$ cat config.mk
export PLATFORM = sky130hd
export DESIGN_NAME = ysyx_23060208_rd_arbiter
export DESIGN_NICKNAME = d
export VERILOG_FILES = /design/src/rtl/ysyx_23060208_pkg.sv /design/src/rtl/ysyx_23060208_rr_pick2.sv /design/src/rtl/ysyx_23060208_rd_arbiter.sv
export SDC_FILE = /design/constraint.sdc
export NUM_CORES = 1
export LEC_CHECK = 0
export BUFFER_PORTS_ARGS = -buffer_cell sky130_fd_sc_hd__buf_2
export CORE_AREA = 2 2 82 84
export DETAILED_ROUTE_END_ITERATION = 16
export DIE_AREA = 0 0 84 86
export GPL_TIMING_DRIVEN = 0
export PLACE_DENSITY_LB_ADDON = 0.15
export SYNTH_ARGS = -nofsm -noshare
export SYNTH_HDL_FRONTEND = slang
export SYNTH_SLANG_ARGS = --single-unit
$ cat constraint.sdc
create_clock -name clk -period 1.3 [get_ports clk]
set_clock_uncertainty 0.1 [all_clocks]
set_input_delay 0.195 -clock clk [delete_from_list [all_inputs] [get_ports clk]]
set_output_delay 0.195 -clock clk [all_outputs]
set_load 0.005 [all_outputs]
$ cat src/rtl/ysyx_23060208_pkg.sv
// ysyx_23060208_pkg: shared encodings for the dsram bus arbiters
package ysyx_23060208_pkg;
  typedef enum logic [1:0] {
    ARB_IDLE = 2'd0,
    ARB_ADDR = 2'd1,
    ARB_DATA = 2'd2
  } arb_state_e;
  localparam logic MST_IFU = 1'b0;
  localparam logic MST_LSU = 1'b1;
endpackage

$ cat src/rtl/ysyx_23060208_rr_pick2.sv
// ysyx_23060208_rr_pick2: two-way round-robin pick; a tie goes to the master that was not served last
module ysyx_23060208_rr_pick2 (
  input  logic [1:0] req,
  input  logic       last,
  output logic       gnt,
  output logic       any
);
  assign any = |req;
  assign gnt = &req ? ~last : req[1];
endmodule

$ cat src/rtl/ysyx_23060208_rd_arbiter.sv
// ysyx_23060208_rd_arbiter: 2:1 AXI-lite read arbiter (IFU=m0, LSU=m1) in front of dsram, one transaction at a time
import ysyx_23060208_pkg::*;
module ysyx_23060208_rd_arbiter #(
  parameter int ADDR_WIDTH = 32,
  parameter int DATA_WIDTH = 32
) (
  input  logic                  clk,
  input  logic                  rst,
  input  logic [ADDR_WIDTH-1:0] m0_araddr,
  input  logic                  m0_arvalid,
  output logic                  m0_arready,
  output logic [DATA_WIDTH-1:0] m0_rdata,
  output logic [1:0]            m0_rresp,
  output logic                  m0_rvalid,
  input  logic                  m0_rready,
  input  logic [ADDR_WIDTH-1:0] m1_araddr,
  input  logic                  m1_arvalid,
  output logic                  m1_arready,
  output logic [DATA_WIDTH-1:0] m1_rdata,
  output logic [1:0]            m1_rresp,
  output logic                  m1_rvalid,
  input  logic                  m1_rready,
  output logic [ADDR_WIDTH-1:0] s_araddr,
  output logic                  s_arvalid,
  input  logic                  s_arready,
  input  logic [DATA_WIDTH-1:0] s_rdata,
  input  logic [1:0]            s_rresp,
  input  logic                  s_rvalid,
  output logic                  s_rready,
  output logic                  busy
);
  arb_state_e state, nxt;
  logic grant, last, pick, any, in_a, in_d, d0, d1;
  ysyx_23060208_rr_pick2 u_pick (
    .req ({m1_arvalid, m0_arvalid}),
    .last(last),
    .gnt (pick),
    .any (any)
  );
  always_ff @(posedge clk or posedge rst) begin
    if (rst) begin
      state <= ARB_IDLE;
      grant <= MST_IFU;
      last  <= MST_LSU;
    end else begin
      state <= nxt;
      if (state == ARB_IDLE && any) grant <= pick;
      if (state == ARB_DATA && s_rvalid && s_rready) last <= grant;
    end
  end
  always_comb begin
    in_a       = state == ARB_ADDR;
    in_d       = state == ARB_DATA;
    d0         = in_d && grant == MST_IFU;
    d1         = in_d && grant == MST_LSU;
    s_arvalid  = in_a && (grant ? m1_arvalid : m0_arvalid);
    s_araddr   = in_a ? (grant ? m1_araddr : m0_araddr) : '0;
    m0_arready = in_a && grant == MST_IFU && s_arready;
    m1_arready = in_a && grant == MST_LSU && s_arready;
    s_rready   = in_d && (grant ? m1_rready : m0_rready);
    m0_rvalid  = d0 && s_rvalid;
    m1_rvalid  = d1 && s_rvalid;
    m0_rdata   = d0 ? s_rdata : '0;
    m1_rdata   = d1 ? s_rdata : '0;
    m0_rresp   = d0 ? s_rresp : 2'b00;
    m1_rresp   = d1 ? s_rresp : 2'b00;
    busy       = state != ARB_IDLE;
    nxt = state == ARB_IDLE ? (any ? ARB_ADDR : ARB_IDLE) :
          state == ARB_ADDR ? (s_arvalid && s_arready ? ARB_DATA : ARB_ADDR) :
          state == ARB_DATA ? (s_rvalid && s_rready ? ARB_IDLE : ARB_DATA) :
          ARB_IDLE;
  end
endmodule

==> summary.txt, run 1 <==
Status -> finished, violations left
Failing checks -> setup timing
Power Density -> 1390 mW/mm²
Distinct cell type count after synthesis -> 24
Post-synth top flop -> dfrtp_1
Area of the multi-input gates -> 976 µm²
Grt ovf -> 0
Final setup violation count -> 108
Fillers -> 641
RSZ-0062 raised after global routing -> yes
Critical Path, Cell by Cell -> buf_4 -> nand2b_4 -> nor2_4 -> buf_12 -> clkbuf_16 -> and2_1 -> buf_2
Drt first pass iters -> 5
IO Pins -> 213
Avg Inst Size Synth -> 7.84 µm²
Max_slew headroom -> 84.6%
Die width -> 84 µm
Worst R2R Setup Slack -> -0.06 ns
Root Driver -> clkbuf_8
Yosys reg bits -> 4
# DRC -> 0
Crit path max-delay cell type -> dfrtp_2
Crit path capture type -> primary output
CTS buffer count -> 3
FF-to-FF Start -> grant$_DFFE_PP0P_
Hold Startpoint -> m0_arvalid
FP Rows -> 29
Initial antenna violation count -> 0
Yosys top cell area share -> 38.8%
EDFF count, synth -> 0
Maximum root-to-sink buffer count -> 2
Area Growth Syn to Fin -> 143%
Final ANT Viol Nets -> 0
Dpl ws -> -0.324 ns
Initial DRC Count -> 30
Hold WS -> 0.119 ns
LEAKAGE -> 1.74 nW
Initial Util -> 18.5%
R2R cell count -> 5
Core area -> 0.00628 mm²
Pin count of the biggest net entering global routing -> 11
Startpoint types -> register
Hold path endpoint -> grant$_DFFE_PP0P_
Cell area after technology mapping -> 0.00116 mm²
Die area -> 0.00722 mm²
Fin worst setup slack -> -0.461 ns
Slowest cell delay on critical path -> 0.41 ns
Worst Path Required -> 1.00 ns
Area contributors post-synth -> and2_1 (39%), a22o_1 (24%), dfrtp_1 (6.5%)
Die Y-Extent -> 86 µm
Worst Hold Path Cells -> 2
Minimum clock period -> 1.76 ns
Top cell family by delay on the critical path -> buffers and inverters
Share of cells above drive strength 1 -> 72.4%
CTS tree -> yes
F_max -> 0.568 GHz
Synth Net Count -> 254
Synth warn -> 0
Setup CP Type -> reg2out
Buf+Inv Stages, Crit Path -> 4
Gate count of the mapped netlist -> 148
Storage element area -> 104 µm²
Vias/cell -> 4.31
Final hold violations -> 0
Synth top cells by count -> and2_1 (72), a22o_1 (32), buf_2 (6), nor2_1 (4)
Largest area contributor in the netlist -> and2_1
Vias in the first global route -> 1852
Drt wl/cell -> 13.6 µm
Reg2reg end -> state[1]$_DFF_PP0_
DR vias -> 2005
Count leader, synth -> and2_1
Slew Viols, Final -> 0
# H-tree levels -> 1
Peak supply drop -> 724 µV
Inserted Diodes -> 0
GR Util All Layers -> 14.7%
Final WL -> 6310 µm
Clock net sink count -> 4
Fin crit share -> 135%
Port bufs -> 212
Max-cap violations -> 0
Hold Path Class -> in2reg
Post-DP HPWL -> 4950 µm
Routability cong. -> 0.768
Worst Max-Slew Pin Slew -> 0.225 ns
Critical Path Fanout Max -> 8
First-pass GRT wire length -> 8800 µm
Seq/Total Area, Yosys -> 8.74%
Arrival @ worst endpoint -> 1.47 ns
Clk Latency, worst-skew pair -> 0.22 ns
Nets -> 495
FFs w/ async S/R, synth -> 100%
CTS clk-pin slew, worst paths -> 0.03 ns
## cell usage in the layout (no fill, tap or decap), types with 3 or more instances in the layout
master,instances
inv_1,3
buf_8,5
clkbuf_8,3
nor2_4,4
and2_4,17
buf_6,30
nor2_1,3
buf_4,15
and2_1,55
a22o_1,32
buf_2,195
## final cells by class
class	count	area share, %
multi-input combinational	127	34.7
buffer	13	6.18
inverter	4	0.622
clock buffer	4	1.60
tap	77	3.42
timing repair buffer	236	49.8
sequential	4	3.69
## cells by family after synthesis
logic type | count (synthesis) | share of synthesized area, %
DFF | 4 | 8.74
buffers and inverters | 17 | 12.4
AOI/OAI and AO/OA | 39 | 28.3
and+or+nand+nor | 86 | 48.9
muxes | 2 | 1.73
## through the flow
stage	cells	util, %	TNS (ns)	instance area [µm²]	total power, mW
floorplan	148	-	-3.08	1160	1.96
global placement	437	36.9	-25.88	2320	3.10
detailed placement	437	36.9	-26.76	2320	3.08
CTS	456	41.0	-46.51	2570	3.71
global route	465	44.8	-50.79	2820	4.23
finish	465	44.8	-43.02	2820	3.91
## state kept, by name, summed over array words and instances, names as in the netlist
| name | count |
|---|---|
| grant | 1 |
| last | 1 |
| state | 2 |
## metal layers
metal | wire, µm | track usage [%] | share of wire [%]
met3 | 518 | 2.79 | 8.2
met5 | 0 | 0 | 0
met1 | 2070 | 14.6 | 33
met2 | 3710 | 31.2 | 59
met4 | 9 | 3.23 | 0.14
## how the worst max path moves through the flow
stage | from | end | cells past startpoint
3_3_place_gp | state[0]$_DFF_PP0_ | m0_rdata[24] | 5
3_5_place_dp | state[0]$_DFF_PP0_ | m0_rresp[0] | 5
2_1_floorplan | state[1]$_DFF_PP0_ | m1_arready | 4
4_1_cts | state[1]$_DFF_PP0_ | s_araddr[29] | 5
6_report | state[1]$_DFF_PP0_ | m0_rdata[18] | 7
5_1_grt | state[1]$_DFF_PP0_ | s_araddr[29] | 5
## worst register-to-register path: stages (launching register included)
cell       delay (ns)
dfrtp_1          0.37
buf_12           0.15
mux2i_1          0.26
nor2_1           0.10
buf_4            0.14
o2bb2ai_1        0.11
## report_power, final
part | switching [mW] | internal, mW
logic | 1.45 | 1.95
registers | 0.0581 | 0.182
clock network | 0.0648 | 0.209
total | 1.57 | 2.34
## timing repair
| action | CTS | global route |
|---|---|---|
| setup endpoints to repair | 107 | 108 |
| buffers inserted | 10 | 7 |
| hold buffers | 1 | 0 |
| hold endpoints to repair | 4 | 0 |
| gates resized for setup | 26 | 38 |
| cloned | 4 | 2 |
| pin swaps | 11 | 21 |
Power figures use the tool's default switching activity.
==> run 2: changes to the inputs <==
--- a/config.mk
+++ b/config.mk
@@ -11,6 +11,7 @@
 export DIE_AREA = 0 0 84 86
 export GPL_TIMING_DRIVEN = 0
 export PLACE_DENSITY_LB_ADDON = 0.15
+export SKIP_LAST_GASP = 1
 export SYNTH_ARGS = -nofsm -noshare
 export SYNTH_HDL_FRONTEND = slang
 export SYNTH_SLANG_ARGS = --single-unit
==> run 2 against run 1 <==
Compared with the run above: the run still ends with setup timing left; combinational power about the same; hold slack improved by 0.00089 ns; first-iteration DRC count decreased by 6.7%; critical endpoint unchanged; count of clock-buffer cells in the layout unchanged; critical path depth unchanged; global-route usage unchanged; non-clock buffer count unchanged; critical path type unchanged; utilization decreased by 0.060 points; sequential cell count unchanged; setup slack improved by 0.00061 ns; sequential share of layout area about the same; fmax about the same.
==> summary.txt, run 2 (synthesis results as in run 1) <==
Status -> finished, violations left
Failing checks -> setup timing
Clk Latency, worst-skew pair -> 0.22 ns (about the same)
Initial DRC Count -> 28 (-6.7%)
Arrival @ worst endpoint -> 1.47 ns (about the same)
LEAKAGE -> 1.74 nW (about the same)
Root Driver -> clkbuf_8
GR Util All Layers -> 14.7% (unchanged)
First-pass GRT wire length -> 8800 µm (unchanged)
Peak supply drop -> 724 µV (about the same)
Nets -> 495 (unchanged)
Drt wl/cell -> 13.5 µm (-0.29%)
Worst Path Required -> 1.00 ns (about the same)
Die area -> 0.00722 mm² (unchanged)
Power Density -> 1390 mW/mm² (about the same)
Worst Max-Slew Pin Slew -> 0.223 ns (-0.00226 ns)
Maximum root-to-sink buffer count -> 2 (unchanged)
CTS buffer count -> 3 (unchanged)
Port bufs -> 212 (unchanged)
Final hold violations -> 0 (unchanged)
Dpl ws -> -0.324 ns (unchanged)
Final ANT Viol Nets -> 0 (unchanged)
Layout Utilization -> 44.8% (-0.060 points)
FP Rows -> 29 (unchanged)
DP Area -> 0.00232 mm² (unchanged)
Hold WS -> 0.120 ns (+0.000891 ns)
Share of cells above drive strength 1 -> 72.2% (-0.26 points)
Die Y-Extent -> 86 µm (unchanged)
Max reg flops -> 2 (unchanged)
RSZ-0062 raised after global routing -> yes
Inserted Diodes -> 0 (unchanged)
Post-DP HPWL -> 4950 µm (unchanged)
CTS clk-pin slew, worst paths -> 0.03 ns (about the same)
Largest register by flop count -> state
Initial Util -> 18.5% (unchanged)
Crit path capture type -> primary output
Max_slew headroom -> 84.7% (+0.16 points)
Critical Path Fanout Max -> 8 (unchanged)
Slew Viols, Final -> 0 (unchanged)
Initial antenna violation count -> 0 (unchanged)
IO Pins -> 213 (unchanged)
Area Growth Syn to Fin -> 142%
Setup CP Type -> reg2out
Drt first pass iters -> 5 (unchanged)
DR vias -> 2002 (-0.15%)
Clock net sink count -> 4 (unchanged)
Commonest non-fill, non-tap cells in the layout -> buf_2 (195), and2_1 (55), a22o_1 (32)
# H-tree levels -> 1 (unchanged)
F_max -> 0.568 GHz (about the same)
CTS tree -> yes
Biggest regs -> state (2), grant (1), last (1)
Vias/cell -> 4.31 (-0.15%)
Max-cap violations -> 0 (unchanged)
Fin worst setup slack -> -0.461 ns (+0.000608 ns)
Routability cong. -> 0.768 (unchanged)
Fillers -> 640 (-0.16%)
Die width -> 84 µm (unchanged)
Core area -> 0.00628 mm² (unchanged)
Most common cell after layout, fill and taps aside -> buf_2
Hold Path Class -> in2reg
Vias in the first global route -> 1852 (unchanged)
# DRC -> 0 (unchanged)
Area of the multi-input gates -> 972 µm² (-0.38%)
Fin crit share -> 135% (about the same)
Startpoint types -> register
Minimum clock period -> 1.76 ns (-0.000608 ns)
Setup TNS -> -42.90 ns (+0.122 ns)
Pin count of the biggest net entering global routing -> 11 (unchanged)
Final WL -> 6290 µm (-0.29%)
Fin area -> 0.00281 mm² (-0.13%)
Grt ovf -> 0 (unchanged)
Final setup violation count -> 108 (unchanged)
Storage element area -> 104 µm² (unchanged)
[run 2: repair_timing]
action                                  CTS  global route
hold buffers                              1             0
gates cloned                              4             2
endpoints found under the hold margin     4             0
pin swaps                                11            21
endpoints found under the setup margin  107           108
gates resized for setup                  26            37
setup buffers                            10             7
[run 2: cell type report]
type | instances | share of cell area (%)
plain buffers | 13 | 6.19
clock buffers | 4 | 1.60
inverters | 4 | 0.623
multi-input cells | 127 | 34.6
flip-flops and latches | 4 | 3.69
well taps | 77 | 3.43
repair buffers | 236 | 49.9
[run 2: routing by layer]
metal | vias up | track usage (%) | routed length, µm
li1 | 994 | - | -
met1 | 889 | 14.6 | 2070
met2 | 117 | 31.2 | 3700
met3 | 2 | 2.79 | 519
met4 | 0 | 3.23 | 4
met5 | - | 0 | 0
[run 2: power breakdown]
part	internal, mW	total [mW]	switching (mW)
clock	0.209	0.274	0.0645
sequential	0.182	0.238	0.0563
combinational	1.95	3.40	1.45
total	2.34	3.91	1.57
[run 2: path summary, 6_finish.rpt]
| check | from | to | slack (ns) | cells past startpoint |
|---|---|---|---|---|
| max | state[1]$_DFF_PP0_ | m0_rdata[18] | -0.46 | 7 |
| min | m0_arvalid | grant$_DFFE_PP0P_ | 0.12 | 2 |
| max reg2reg | grant$_DFFE_PP0P_ | state[1]$_DFF_PP0_ | -0.06 | 5 |
| min reg2reg | last$_DFFE_PP1P_ | last$_DFFE_PP1P_ | 0.40 | 2 |
| max in group asynchronous | rst | last$_DFFE_PP1P_ | 0.58 | 3 |
| min in group asynchronous | rst | grant$_DFFE_PP0P_ | 0.30 | 3 |
[run 2: critical path, cell delays in order (launching register included)]
cell and delay (ns):
dfrtp_2 0.41, buf_4 0.14, nand2b_4 0.09, nor2_4 0.04, buf_12 0.14, clkbuf_16 0.14, and2_1 0.15, buf_2 0.13
[run 2: through the flow]
stage | power, mW | cells
6_report | 3.91 | 465
3_3_place_gp | 3.10 | 437
2_1_floorplan | 1.96 | 148
5_1_grt | 4.23 | 465
3_5_place_dp | 3.08 | 437
4_1_cts | 3.71 | 456
